==> config.mk <==
export PLATFORM = sky130hd
export DESIGN_NAME = rom_ctrl_digest_feeder
export DESIGN_NICKNAME = d
export VERILOG_FILES = /design/src/rtl/rom_ctrl_feeder_pkg.sv /design/src/rtl/rom_ctrl_feeder_outreg.sv /design/src/rtl/rom_ctrl_digest_feeder.sv
export SDC_FILE = /design/constraint.sdc
export NUM_CORES = 1
export LEC_CHECK = 0
export ABC_CLOCK_PERIOD_IN_PS = 5300
export BUFFER_PORTS_ARGS = -buffer_cell sky130_fd_sc_hd__buf_2
export CAP_MARGIN = 20
export CORE_MARGIN = 2
export CORE_UTILIZATION = 53
export CTS_CLUSTER_DIAMETER = 100
export DETAILED_ROUTE_END_ITERATION = 8
export PLACE_DENSITY = 0.85
export SLEW_MARGIN = 25
export SYNTH_ARGS = -nofsm -noshare
export SYNTH_HDL_FRONTEND = slang
export SYNTH_SLANG_ARGS = --single-unit
==> constraint.sdc <==
create_clock -name clk_i -period 5.3 [get_ports clk_i]
set_clock_uncertainty 0.15 [all_clocks]
set_input_delay 0.53 -clock clk_i [delete_from_list [all_inputs] [get_ports clk_i]]
set_output_delay 0.53 -clock clk_i [all_outputs]
set_load 0.05 [all_outputs]
==> src/rtl/rom_ctrl_feeder_pkg.sv <==
// rtl/rom_ctrl_feeder_pkg.sv - shared types and constants for the ROM digest feeder
package rom_ctrl_feeder_pkg;

    localparam int KmacDataW = 64;
    localparam int KmacStrbW = 8;

    // Every pair of codes differs in at least three bits, so a single upset cannot
    // turn one legal state into another.
    typedef enum logic [5:0] {
        StNonTop = 6'b000111,
        StFlush  = 6'b011001,
        StTop    = 6'b101010,
        StDone   = 6'b110100,
        StError  = 6'b111111
    } state_e;

    function automatic int vbits(input int value);
        return (value > 1) ? $clog2(value) : 1;
    endfunction

    // Low data_width/8 strobe bits set.
    function automatic logic [KmacStrbW-1:0] strb_mask(input int data_width);
        logic [KmacStrbW-1:0] m;
        m = '0;
        for (int i = 0; i < KmacStrbW; i++) begin
            if (i < data_width / 8) begin
                m[i] = 1'b1;
            end
        end
        return m;
    endfunction

endpackage

==> src/rtl/rom_ctrl_feeder_outreg.sv <==
// rtl/rom_ctrl_feeder_outreg.sv - one-entry valid/ready output register with last flag
module rom_ctrl_feeder_outreg
    import rom_ctrl_feeder_pkg::*;
(
    input  logic                 clk_i,
    input  logic                 rst_ni,
    input  logic                 clr_i,
    input  logic                 in_valid_i,
    input  logic [KmacDataW-1:0] in_data_i,
    input  logic [KmacStrbW-1:0] in_strb_i,
    input  logic                 in_last_i,
    output logic                 in_ready_o,
    output logic                 out_valid_o,
    output logic [KmacDataW-1:0] out_data_o,
    output logic [KmacStrbW-1:0] out_strb_o,
    output logic                 out_last_o,
    input  logic                 out_ready_i
);

    // Space is available when empty or when the held beat leaves this cycle.
    assign in_ready_o = ~out_valid_o | out_ready_i;

    // Load on accept; payload only changes on a load, so it is stable while stalled.
    always_ff @(posedge clk_i or negedge rst_ni) begin
        if (!rst_ni) begin
            out_valid_o <= 1'b0;
            out_data_o  <= '0;
            out_strb_o  <= '0;
            out_last_o  <= 1'b0;
        end else if (clr_i) begin
            out_valid_o <= 1'b0;
        end else if (in_valid_i && in_ready_o) begin
            out_valid_o <= 1'b1;
            out_data_o  <= in_data_i;
            out_strb_o  <= in_strb_i;
            out_last_o  <= in_last_i;
        end else if (out_ready_i) begin
            out_valid_o <= 1'b0;
        end
    end

endmodule

==> src/rtl/rom_ctrl_digest_feeder.sv <==
// rtl/rom_ctrl_digest_feeder.sv - streams non-top ROM words to KMAC and captures the top words
module rom_ctrl_digest_feeder
    import rom_ctrl_feeder_pkg::*;
#(
    parameter int  RomDepth    = 16,
    parameter int  RomTopCount = 2,
    parameter int  DataWidth   = 32,
    localparam int AW          = vbits(RomDepth)
) (
    input  logic                             clk_i,
    input  logic                             rst_ni,
    input  logic [DataWidth-1:0]             rom_data_i,
    input  logic [AW-1:0]                    rom_addr_i,
    input  logic                             rom_vld_i,
    input  logic                             rom_last_nontop_i,
    input  logic                             counter_done_i,
    output logic                             rom_rdy_o,
    output logic                             kmac_valid_o,
    output logic [KmacDataW-1:0]             kmac_data_o,
    output logic [KmacStrbW-1:0]             kmac_strb_o,
    output logic                             kmac_last_o,
    input  logic                             kmac_ready_i,
    input  logic                             kmac_done_i,
    output logic [RomTopCount*DataWidth-1:0] exp_digest_o,
    output logic                             done_o,
    output logic                             error_o
);

    localparam int                   RomNonTopCount = RomDepth - RomTopCount;
    localparam logic [AW-1:0]        NonTopBase     = AW'(RomNonTopCount);
    localparam logic [AW-1:0]        TopSlotLast    = AW'(RomTopCount - 1);
    localparam logic [KmacStrbW-1:0] StrbMask       = strb_mask(DataWidth);

    state_e               state_q;
    logic [AW:0]          exp_addr_q;
    logic                 done_seen_q;
    logic                 top_written_q;
    logic                 rdy;
    logic                 outreg_in_ready;
    logic                 nontop_vld;
    logic                 nontop_acc;
    logic                 addr_mismatch;
    logic                 last_beat_acc;
    logic [AW-1:0]        slot;
    logic                 top_wr;
    logic                 top_last_wr;
    logic                 leave_top;
    logic                 err_event;
    logic [KmacDataW-1:0] beat_data;

    // Zero-extend the ROM word to the KMAC beat width.
    always_comb begin
        beat_data                  = '0;
        beat_data[DataWidth-1:0]   = rom_data_i;
    end

    assign nontop_vld    = rom_vld_i & (state_q == StNonTop);
    assign nontop_acc    = nontop_vld & outreg_in_ready;
    // The extra expected-address bit keeps it from wrapping back onto a legal address.
    assign addr_mismatch = {1'b0, rom_addr_i} != exp_addr_q;
    assign last_beat_acc = kmac_valid_o & kmac_ready_i & kmac_last_o;
    assign slot          = rom_addr_i - NonTopBase;
    assign top_wr        = (state_q == StTop) & rom_vld_i & (rom_addr_i >= NonTopBase);
    assign top_last_wr   = top_wr & (slot == TopSlotLast);
    assign leave_top     = counter_done_i & (top_written_q | top_last_wr)
                         & (kmac_done_i | done_seen_q);

    // ROM-side ready per state; the counter only advances when this is high.
    always_comb begin
        rdy = 1'b0;
        case (state_q)
            StNonTop:      rdy = outreg_in_ready;
            StTop, StDone: rdy = 1'b1;
            default:       rdy = 1'b0;
        endcase
    end

    // Held low during reset so the counter never sees an accept before the feeder is live.
    assign rom_rdy_o = rdy & rst_ni;

    // Sequence violations detected this cycle; StDone is immune.
    always_comb begin
        err_event = 1'b0;
        case (state_q)
            StNonTop: err_event = counter_done_i | kmac_done_i | (nontop_acc & addr_mismatch);
            StFlush:  err_event = counter_done_i | (kmac_done_i & ~last_beat_acc);
            StTop:    err_event = rom_vld_i & (rom_addr_i < NonTopBase);
            StDone, StError: err_event = 1'b0;
            default:  err_event = 1'b1;
        endcase
    end

    rom_ctrl_feeder_outreg u_outreg (
        .clk_i       (clk_i),
        .rst_ni      (rst_ni),
        .clr_i       (err_event),
        .in_valid_i  (nontop_vld),
        .in_data_i   (beat_data),
        .in_strb_i   (StrbMask),
        .in_last_i   (rom_last_nontop_i),
        .in_ready_o  (outreg_in_ready),
        .out_valid_o (kmac_valid_o),
        .out_data_o  (kmac_data_o),
        .out_strb_o  (kmac_strb_o),
        .out_last_o  (kmac_last_o),
        .out_ready_i (kmac_ready_i)
    );

    // Main sequencer: stream, flush the last beat, collect top words, then finish.
    always_ff @(posedge clk_i or negedge rst_ni) begin
        if (!rst_ni) begin
            state_q       <= StNonTop;
            exp_addr_q    <= '0;
            done_seen_q   <= 1'b0;
            top_written_q <= 1'b0;
            done_o        <= 1'b0;
            error_o       <= 1'b0;
        end else if (err_event) begin
            state_q <= StError;
            error_o <= 1'b1;
            done_o  <= 1'b0;
        end else begin
            case (state_q)
                StNonTop: begin
                    if (nontop_acc) begin
                        exp_addr_q <= exp_addr_q + 1'b1;
                        if (rom_last_nontop_i) begin
                            state_q <= StFlush;
                        end
                    end
                end
                StFlush: begin
                    if (last_beat_acc) begin
                        state_q <= StTop;
                        if (kmac_done_i) begin
                            done_seen_q <= 1'b1;
                        end
                    end
                end
                StTop: begin
                    if (kmac_done_i) begin
                        done_seen_q <= 1'b1;
                    end
                    if (top_last_wr) begin
                        top_written_q <= 1'b1;
                    end
                    if (leave_top) begin
                        state_q <= StDone;
                        done_o  <= 1'b1;
                    end
                end
                StDone, StError: begin
                end
                default: state_q <= StError;
            endcase
        end
    end

    // Top-word capture; repeated writes to a slot while the counter stalls are harmless.
    always_ff @(posedge clk_i or negedge rst_ni) begin
        if (!rst_ni) begin
            exp_digest_o <= '0;
        end else if (top_wr) begin
            for (int k = 0; k < RomTopCount; k++) begin
                if (slot == AW'(k)) begin
                    exp_digest_o[k*DataWidth +: DataWidth] <= rom_data_i;
                end
            end
        end
    end

endmodule
==> impl_metrics.tcl <==
set metrics [dict create \
    vias_per_cell 5.22 \
    yosys_warnings 0 \
    clk_latency_ps 500 \
    cts_sinks 114 \
    synth_top_area_share_pct 55.5 \
    finalSetupViolCount 0 \
    tns_ps 0 \
    tightest_slew_ps 971 \
    drive_gt1_share_pct 57.3 \
    crit_type "flip-flop to primary output" \
    ys.flop_type "dfrtp_1" \
    cts-root-buf "clkbuf_8" \
    fill_cells 681 \
    cts_resized 0 \
    vias 3282 \
    wirelength_mm 10.4 \
    grt_pass1_vias 3244 \
    drt_iter0_drc 81 \
    synth_top_family_by_area "multiplexers" \
    yosys-top-cells-count "dfrtp_1 (111), mux2_2 (97), buf_4 (46), o21ai_0 (9), nand3_1 (8)" \
    avgSynthCellArea_um2 14.3 \
    p_leak_nw 3.62 \
    synthCells 351 \
    synth_area_mm2 0.00500 \
    drc 0 \
    crit_fanout 6 \
    firstDrtPassIters 4 \
    pin_count 184 \
    path_clk_slew_ps 60 \
    min_period_over_period_pct 52.7 \
    postCtsSetupBuffers 0 \
    gp_congestion 0.857 \
    cellPowerDensity_mw_per_mm2 377 \
    ant_nets 0 \
    rows 35 \
    grt_pass1_wl_mm 16.5 \
    hold_path_class "input pin to flip-flop" \
    dp_hpwl_mm 6.99 \
    max_freq_mhz 358 \
    outcome "completed" \
    synth_cell_types 51 \
    whs_ps 135 \
    cts-htree-levels 4 \
    postCtsHoldBufs 1 \
    synthArstFlopShare_pct 100 \
    critPathLaunchType "flip-flop" \
    ys_seq_area_share_pct 57.1 \
    coreArea_mm2 0.00920 \
    drv_slew 0 \
    max-cap-violations 0 \
    die_h_um 101 \
    required_ps 4620 \
    crit_arrival_ps 2110 \
    rsz0062_at_grt "false" \
    placed_cell_area_mm2 0.00564 \
    synth_xor_area_share_pct 1.38 \
    synth-compound-area-share_pct 3.83 \
    synth_seq_cells 114 \
    maxSlewHeadroom_pct 35.1 \
    die_x_um 101 \
    cts_tree "built" \
    critical_path.endpoint_type "primary output" \
    yosysTopAreaCell "dfrtp_1" \
    min_period_ps 2790 \
    numCtsBuffers 17 \
    wl_per_cell_um 16.6 \
    yosys.area_share.simple_pct 6.88 \
    yosysMostFrequentCell "dfrtp_1" \
    dieArea_mm2 0.0102 \
    nNetsFinal 550 \
    cts_buffer_depth 2 \
    synth_area_leaders "dfrtp_1 (56%), mux2_2 (22%), buf_4 (6.9%)" \
    hold_violations 0 \
    final_cell_area_mm2 0.00629 \
    portBuffers 147 \
    floorplan.initialDensity_pct 54.4 \
    synthMuxAreaShare_pct 22.2 \
    vdd_drop_max_v 0.000232 \
    overflow 0 \
    grt_usage_pct 20.9 \
    n_antenna_cell 0 \
    synth-edff-count 0 \
    grt_max_degree 70 \
    synth_adder_area_share_pct 0.500 \
    antenna_found_initial 0 \
    syn2layout_area_growth_pct 25.7 \
]
[worst max-delay path: stages (launching register included)]
cell      delay, ps
dfstp_2         550
and2b_1         230
a32o_1          220
nand3b_1        130
o21ai_0         120
and2_1          170
buf_2           200
[power by group]
part           internal (W)  total (W)  switching [W]
Sequential         0.000890   0.000910      0.0000199
Combinational     0.0000796   0.000252       0.000173
Clock              0.000799    0.00121       0.000414
[layout by cell type, fill, tap and decap left out, types with 5 or more instances in the layout]
master,n
a21oi_1,5
buf_2,146
clkbuf_16,16
conb_1,36
dfrtp_1,111
inv_6,6
mux2_2,97
nand3_1,8
o21ai_0,9
xor2_1,5
[per-stage QoR]
stage	power, W	utilization [%]	setup WS, ps	std cells
2_1_floorplan	0.00112	-	3190	386
3_3_place_gp	0.00117	61.3	2520	596
3_5_place_dp	0.00118	61.3	2440	596
4_1_cts	0.00240	68.4	2480	629
5_1_grt	0.00247	68.4	2390	629
6_report	0.00237	68.4	2510	629
[metal layers]
layer	global-route usage, %	vias up	wire, µm
met3	7.73	9	832
li1	-	1497	-
met4	6.03	0	94
met2	32.0	149	4890
met1	28.4	1627	4610
met5	0	-	0
[state kept, by name, indices dropped and copies added (netlist names)]
name and count:
exp_digest_o 64, u_outreg.out_data_o 32, state_q 6, exp_addr_q 5
done_o 1, done_seen_q 1, error_o 1, top_written_q 1
u_outreg.out_last_o 1, u_outreg.out_strb_o 1, u_outreg.out_valid_o 1
[final timing paths]
check	startpoint	end	slack [ps]	cells after the start
setup / recovery	state_q[2]	rom_rdy_o	2510	6
hold / removal	rom_data_i[7]	exp_digest_o[7]	130	2
setup reg to reg	state_q[1]	exp_digest_o[16]	2680	5
hold reg to reg	done_seen_q	done_seen_q	320	1
max in group asynchronous	rst_ni	exp_digest_o[52]	3310	3
min in group asynchronous	rst_ni	exp_digest_o[40]	410	2
[area by class of cell]
class | count | area [µm²] | share of cell area, %
well taps | 111 | 139 | 2.21
flip-flops and latches | 114 | 2860 | 45.4
clock inverters | 13 | 196 | 3.12
multi-input cells | 220 | 1890 | 30.0
repair buffers | 150 | 763 | 12.1
clock buffers | 19 | 442 | 7.02
inverters | 2 | 7.51 | 0.119
[cells by family after synthesis]
| kind of cell | count (synthesis) |
|---|---|
| XOR/XNOR | 7 |
| adder cells (fa/ha/maj) | 2 |
| buffers and inverters | 52 |
| multiplexers | 99 |
| AND/OR/NAND/NOR | 49 |
| AO/OA/AOI/OAI | 27 |
| other | 1 |
| flip-flops | 114 |
Note: power is estimated with default switching activity, not from simulation.
